`src/rtl/mdu_seq.sv`:
```
// mdu_seq: iterative 32x32 multiply / divide sequencer that owns HI/LO.
// One multiplier or quotient bit per cycle. A launch on edge E0 writes HI/LO
// on E33, and done pulses in the cycle after that edge.
// Build option: define MDU_DIV_EN to compile the DIV/DIVU datapath. Without
// it, a divide start is ignored.
module mdu_seq (
  input  logic        clk,
  input  logic        reset,
  input  logic        start,
  input  logic [1:0]  op,
  input  logic [31:0] opA,
  input  logic [31:0] opB,
  input  logic        flush,
  input  logic        hi_we,
  input  logic        lo_we,
  input  logic [31:0] wdata,
  output logic [31:0] hi,
  output logic [31:0] lo,
  output logic        busy,
  output logic        done
);

  typedef enum logic [1:0] {IDLE, CALC, SIGN} state_t;

  state_t      state, state_nxt;
  logic [5:0]  cnt;
  logic        accept;
  logic        op_ok;
  logic        neg_a, neg_b;
  logic [31:0] mag_a, mag_b;
  // Multiplicand for multiply, divisor for divide.
  logic [31:0] addend;
  // Multiply: {partial sum, remaining multiplier bits}. Divide: [31:0] holds
  // the dividend shifting out and the quotient shifting in.
  logic [63:0] prod;
  logic [32:0] mul_sum;
  logic [63:0] mul_next;
  logic [63:0] prod_fix;
  logic [31:0] res_hi, res_lo;
`ifdef MDU_DIV_EN
  logic        is_div;
  logic        div_zero;
  logic [32:0] rem;
  logic [32:0] div_shift;
  logic [32:0] div_diff;
  logic [32:0] rem_next;
  logic [31:0] quo_next;
  logic [31:0] quo_fix;
  logic [31:0] rem_fix;
`endif

  // A divide request is accepted only when the divide datapath is built.
`ifdef MDU_DIV_EN
  assign op_ok = 1'b1;
`else
  assign op_ok = ~op[1];
`endif
  assign accept = start && (state == IDLE) && op_ok;
  assign busy   = (state != IDLE);

  // Operand magnitudes. op[0]=0 selects the signed variants.
  assign mag_a = (!op[0] && opA[31]) ? (~opA + 32'd1) : opA;
  assign mag_b = (!op[0] && opB[31]) ? (~opB + 32'd1) : opB;

  // Radix-2 shift-add step. The carry out of the add becomes product bit 63.
  assign mul_sum  = {1'b0, prod[63:32]} + (prod[0] ? {1'b0, addend} : 33'd0);
  assign mul_next = {mul_sum, prod[31:1]};

`ifdef MDU_DIV_EN
  // Restoring divide step. The remainder stays below the divisor, so a
  // non-negative difference fits in 32 bits. Bit 32 is therefore the borrow.
  assign div_shift = {rem[31:0], prod[31]};
  assign div_diff  = div_shift - {1'b0, addend};
  assign rem_next  = div_diff[32] ? div_shift : div_diff;
  assign quo_next  = {prod[30:0], ~div_diff[32]};
`endif

  // Final sign fix-up and HI/LO selection, applied in SIGN.
  always_comb begin
    // NOTE: every always_comb output gets a default first, so no path can
    // leave it unassigned and infer a latch.
    prod_fix = (neg_a ^ neg_b) ? (~prod + 64'd1) : prod;
    res_hi   = prod_fix[63:32];
    res_lo   = prod_fix[31:0];
`ifdef MDU_DIV_EN
    quo_fix = (neg_a ^ neg_b) ? (~prod[31:0] + 32'd1) : prod[31:0];
    rem_fix = neg_a ? (~rem[31:0] + 32'd1) : rem[31:0];
    if (is_div) begin
      // With a zero divisor every quotient bit comes out 1, and the remainder
      // holds the dividend. Only a signed negative dividend would flip the
      // quotient, so LO is forced to all ones.
      res_hi = rem_fix;
      res_lo = div_zero ? 32'hFFFF_FFFF : quo_fix;
    end
`endif
  end

  // State register.
  always_ff @(posedge clk or posedge reset) begin
    // NOTE: sequential state uses non-blocking assignments, so every register
    // samples its pre-edge inputs regardless of statement order.
    if (reset) state <= IDLE;
    else       state <= state_nxt;
  end

  // Next-state logic. After counter value 31 the sequencer goes to SIGN.
  // A flush abandons CALC or SIGN.
  always_comb begin
    state_nxt = state;
    unique case (state)
      IDLE:    if (accept) state_nxt = CALC;
      CALC:    if (flush) state_nxt = IDLE;
               else if (cnt == 6'd31) state_nxt = SIGN;
      SIGN:    state_nxt = IDLE;
      default: state_nxt = IDLE;
    endcase
  end

  // Datapath: latch operands at launch, then iterate once per CALC cycle.
  always_ff @(posedge clk or posedge reset) begin
    if (reset) begin
      cnt    <= 6'd0;
      neg_a  <= 1'b0;
      neg_b  <= 1'b0;
      addend <= 32'd0;
      prod   <= 64'd0;
`ifdef MDU_DIV_EN
      is_div   <= 1'b0;
      div_zero <= 1'b0;
      rem      <= 33'd0;
`endif
    end else if (accept) begin
      cnt   <= 6'd0;
      neg_a <= ~op[0] & opA[31];
      neg_b <= ~op[0] & opB[31];
`ifdef MDU_DIV_EN
      is_div   <= op[1];
      div_zero <= (opB == 32'd0);
      rem      <= 33'd0;
      if (op[1]) begin
        addend <= mag_b;
        prod   <= {32'd0, mag_a};
      end else begin
        addend <= mag_a;
        prod   <= {32'd0, mag_b};
      end
`else
      addend <= mag_a;
      prod   <= {32'd0, mag_b};
`endif
    end else if (state == CALC) begin
      cnt <= cnt + 6'd1;
`ifdef MDU_DIV_EN
      if (is_div) begin
        prod[31:0] <= quo_next;
        rem        <= rem_next;
      end else begin
        prod <= mul_next;
      end
`else
      prod <= mul_next;
`endif
    end
  end

  // HI/LO: the result is written in SIGN unless flushed. MTHI/MTLO writes
  // apply only in IDLE, and an accepted start takes priority over them.
  always_ff @(posedge clk or posedge reset) begin
    if (reset) begin
      hi <= 32'd0;
      lo <= 32'd0;
    end else if (state == SIGN && !flush) begin
      hi <= res_hi;
      lo <= res_lo;
    end else if (state == IDLE && !accept) begin
      if (hi_we) hi <= wdata;
      if (lo_we) lo <= wdata;
    end
  end

  // Completion pulse, raised in the cycle after HI/LO were written.
  always_ff @(posedge clk or posedge reset) begin
    if (reset) done <= 1'b0;
    else       done <= (state == SIGN) && !flush;
  end

endmodule

```
`config.mk`:
```
export PLATFORM = sky130hd
export DESIGN_NAME = mdu_seq
export DESIGN_NICKNAME = d
export VERILOG_FILES = /design/src/rtl/mdu_seq.sv
export SDC_FILE = /design/constraint.sdc
export NUM_CORES = 1
export LEC_CHECK = 0
export ABC_CLOCK_PERIOD_IN_PS = 8200
export BUFFER_PORTS_ARGS = -buffer_cell sky130_fd_sc_hd__buf_2
export CAP_MARGIN = 20
export CORE_MARGIN = 1
export CORE_UTILIZATION = 45
export DETAILED_ROUTE_END_ITERATION = 8
export GPL_ROUTABILITY_DRIVEN = 0
export PLACE_DENSITY_LB_ADDON = 0.25
export SYNTH_ARGS = -nofsm -noshare
export SYNTH_HDL_FRONTEND = slang
export SYNTH_SLANG_ARGS = --single-unit
export TNS_END_PERCENT = 50
```
`constraint.sdc`:
```
create_clock -name clk -period 8.2 [get_ports clk]
set_input_delay 1.64 -clock clk [delete_from_list [all_inputs] [get_ports clk]]
set_output_delay 1.64 -clock clk [all_outputs]
set_load 0.005 [all_outputs]
```
# After elaboration in Yosys (flattened, before gate mapping)
# Index checks and enable logic that the tools add are counted.
[op_classes]
add_sub_neg = 5
n_eq_ne = 5
n_mux = 18
bitwise = 8
n_reduce_logical = 18
[ops]
columns = ["operator", "n"]
rows = [
  ["32-bit 2-to-1 mux", 9],
  ["64-bit 2-to-1 mux", 3],
  ["32-bit by 1-bit adder with 32-bit output, second input constant", 2],
  ["64-bit by 1-bit adder with 64-bit output, second input constant", 1],
  ["32-bit inverter", 2],
  ["64-bit inverter", 1],
  ["32-bit by 32-bit adder with 33-bit output", 1],
  ["6-bit 2-to-1 mux", 2],
  ["2-bit nonzero test", 5],
  ["6-bit by 1-bit adder with 6-bit output, second input constant", 1],
  ["6-bit by 5-bit == test with 1-bit output, second input constant", 1],
  ["1-bit logical AND", 6],
  ["2-bit 2-to-1 mux", 3],
  ["2-bit AND reduction", 3],
  ["2-bit one-hot mux with 2 select lines", 1],
  ["1-bit logical NOT", 3],
  ["3-bit inequality test, second input constant", 1],
  ["1-bit bitwise AND", 2],
  ["2-bit by 1-bit == test with 1-bit output, second input constant", 1],
  ["2-bit == test, second input constant", 1],
  ["2-bit logical NOT", 1],
  ["2-bit inequality test, second input constant", 1],
  ["1-bit inverter", 2],
  ["1-bit XOR", 1],
]
[totals]
reg_bits = 171
inputBits = 104
output_inout_bits = 66
elab_cells = 63

# Logic depth before layout (Yosys ltp)
[logic_depth]
word_depth = 7
depth_mapped = 12
ltp_nobuf = 10

# Least setup slack after synthesis
# No wires, ideal clock.
[synth_path]
path_type = "input port to flip-flop"
start = "in opA[10]"
end = "reg addend[29]"
setup_ps = 133
arrival_ps = 3662
required_time_ps = 8067
path_slack_ps = 4404
stages = 7
path_buffers = 0
path_cell_list = "or4_1 -> or4_1 -> nor3_1 -> nand2_1 -> o31ai_1 -> xor2_1 -> o21ai_0"
[synth_between]
elab_chain_len = 3
[synth_lines]
columns = ["element", "line_no", "text"]
rows = [
  ["start: declaration", "11", "input logic [31:0] opA,"],
  ["32-bit inverter", "62", "assign mag_a = (!op[0] && opA[31]) ? (~opA + 32'd1) : opA;"],
  ["32-bit by 1-bit adder with 32-bit output", "62", ""],
  ["32-bit 2-to-1 mux", "62", ""],
  ["end signal: assignment", "148", "addend <= mag_a;"],
  ["end: declaration", "32", "logic [31:0] addend;"],
]
# No other way between the ends.
# A chain may end at the register's enable or synchronous reset.

# Final worst setup path
[layout_path]
start = "in opA[8]"
end = "reg addend[29]"
# The elaborated chain is that of the path after synthesis.

==> metrics <==
status=completed; ant diodes=0; ys async rst share=100%; Mapped Avg Cell Area=8.44 um^2; commonest cells after routing, fill and taps aside=174 x o21ai_0, 171 x dfrtp_1, 169 x buf_2; full die area=26700 um^2; first-pass GRT wire length=52600 um; Clock Power Share=21.3%; Yosys warning total=0; Worst R2R Path Depth=7; syn nets=1528; Site Rows=58; Hold Startpoint=addend[19]$_DFFE_PP0P_; NetSw=1.67 mW; Initial Utilization=a little under half; H-tree lvl count=4; Min-Delay Path Class=register to register; Reg clk slew, reported paths=around 70 ps; post-placement cell count=1811; max-cap violation count=0; final worst-path cycle share=between 40% and 50%; Detail Placement HPWL=approximately 25000 um; # port buffers=169; post-synthesis sequential area ratio=36.5%; CTS tree=yes; Worst Path Required=8510 ps; clk_lat worst skew=roughly 440 ps; I/O pins=170; fillcell total=about 2400; drt initial violations=1023; CTS sink cnt=171; Final Hold Viols=0; Power, Total=3.80 mW; post-synth cell types=61; drt wl/cell=18.2 um; Reg-to-Reg End=hi[19]$_DFFE_PP0P_; commonest non-fill, non-tap cell in the layout=o21ai_0; Vias/cell=5.74; Hold Path Depth=2; Main synth FF type=dfrtp_1; Final setup viols=0; Min-Delay Endpoint=addend[19]$_DFFE_PP0P_; Post-DRT Antenna Nets=0; final core occ=between 50 and 60%; Detailed Routing Iterations Pass 1=5; CP max FO=5; drt drc=0; Die X=roughly 160 um; Vias=roughly 11000; worst flop-to-flop path startpoint=prod[15]$_DFFE_PP0P_; Int Pwr=about 2.1 mW; Pleak=5.91 nW; Relative slew margins=26.8%; Combinational Power Share=41.2%; Post-CTS Resized=0; Worst setup startpoint=opA[8]; area delta synth->final=14.3%; layout cell share with drive strength beyond 1=between 10% and 20%; grt total ovfl=0; post-cts hold buffer count=0; RSZ-0062 raised after global routing=no; R2R Setup Slk=around 4800 ps; EDFF count, synth=0; Register Area=4280 um^2; Startpoint Class=primary input; CP arrival=around 4100 ps; Die H=163 um; Multi-input gate area=7070 um^2; Seq pwr share=37.4%; post-CTS setup buffer count=0; Period minus WS final=3790 ps; Non-Filler Instances=between 1500 and 2000; Num CTS Buffers=17; Crit Path Category=primary input to register; Syn Inst Count=1387; worst-margin pin slew=about 1100 ps; gr usage total=approximately 25%; CP Capture Type=register; #FFs+latches synth=171; Final nets=1643; core area=25300 um^2; Pins Over Slew Limit=0; Peak Freq=264 MHz; Max VDD drop=0.000129 V; sw frac=43.9%; CTS Buffer Depth=2; Post-Route WL=33700 um; PD cells=284 nW/um^2; Final Skew=13.8 ps; initial antenna violation count=0; vias in the first global route=9714; largest net degree at the start of global routing=~130; root buffer cell=clkbuf_16; setup TNS=0 ps; synthesized area=11700 um^2
==> metrics by stage <==
stage	hold slack [ps]	area [um^2]	setup WS, ps
final	474	13400	4410
after detailed placement	464	12800	3920
after global routing	497	13400	4150
after CTS	478	13400	4380
after global placement	458	12800	4030
after floorplan	441	11700	1930
==> Yosys cell counts (21+ instances only) <==
| library cell | instances | area [um^2] |
|---|---|---|
| o21ai_0 | 174 | 871 |
| dfrtp_1 | 171 | 4280 |
| nand2_1 | 139 | 522 |
| a21oi_1 | 109 | 546 |
| nor2_1 | 106 | 398 |
| clkbuf_1 | 73 | 274 |
| xnor2_1 | 72 | 631 |
| xor2_1 | 70 | 613 |
| mux2i_1 | 49 | 490 |
| and2_1 | 39 | 244 |
| ha_1 | 36 | 450 |
| nor3_1 | 36 | 180 |
| nand3_1 | 31 | 155 |
| a22oi_1 | 28 | 210 |
| mux2_2 | 21 | 236 |
==> state kept, by name, indices dropped and copies added, names as in the netlist <==
register / flops
addend: 32
cnt: 6
done: 1
hi: 32
lo: 32
neg_a: 1
neg_b: 1
prod: 64
state: 2
==> area by class of cell <==
cell class | instances | area share, %
sequential | 171 | 32.0
inverter | 18 | 0.542
multi-input combinational | 1113 | 52.8
clock inverter | 15 | 1.28
timing repair buffer | 181 | 7.14
tap | 330 | 3.08
clock buffer | 17 | 3.18
==> power by group through the flow <==
stage / clock network, mW / registers [mW] / logic [mW]
global route: 0.860 / 1.45 / 1.73
global placement: 0 / 1.42 / 1.52
floorplan: 0 / 1.28 / 1.13
detailed placement: 0 / 1.42 / 1.54
CTS: 0.820 / 1.41 / 1.55
finish: 0.809 / 1.42 / 1.57
==> metal layers <==
layer	vias to the layer above	global-route usage [%]	part of all wire, %
li1	5205	-	-
met2	386	38.0	43
met4	0	7.73	1.9
met5	-	0	0
met1	4971	37.6	48
met3	36	3.86	7.0
==> logic make-up (layout without fill, tap and decap cells) <==
| kind of cell | count (synthesis) | in the layout | share of synthesized area [%] |
|---|---|---|---|
| AND/OR/NAND/NOR | 463 | 463 | 19.2 |
| adder cells (fa/ha/maj) | 37 | 37 | 4.02 |
| flip-flops | 171 | 171 | 36.5 |
| XOR/XNOR | 142 | 142 | 10.6 |
| AO/OA/AOI/OAI | 401 | 401 | 20.0 |
| buffers and inverters | 103 | 231 | 3.38 |
| multiplexers | 70 | 70 | 6.21 |
==> worst max path at each step <==
| stage | end | cells after the start | slack [ps] |
|---|---|---|---|
| floorplan | addend[0]$_DFFE_PP0P_ | 1 | 1930 |
| global placement | addend[29]$_DFFE_PP0P_ | 8 | 4030 |
| detailed placement | addend[29]$_DFFE_PP0P_ | 8 | 3920 |
| CTS | addend[29]$_DFFE_PP0P_ | 8 | 4380 |
| global route | addend[29]$_DFFE_PP0P_ | 8 | 4150 |
| finish | addend[29]$_DFFE_PP0P_ | 8 | 4410 |
==> critical path, cell delays in order <==
cell and delay (ps):
buf_2 120, or4_1 580, or4_1 510, nor3_1 430, nand2_1 190, o31ai_1 330, xor2_1 200, o21ai_0 90
Power figures use the tool's default switching activity.
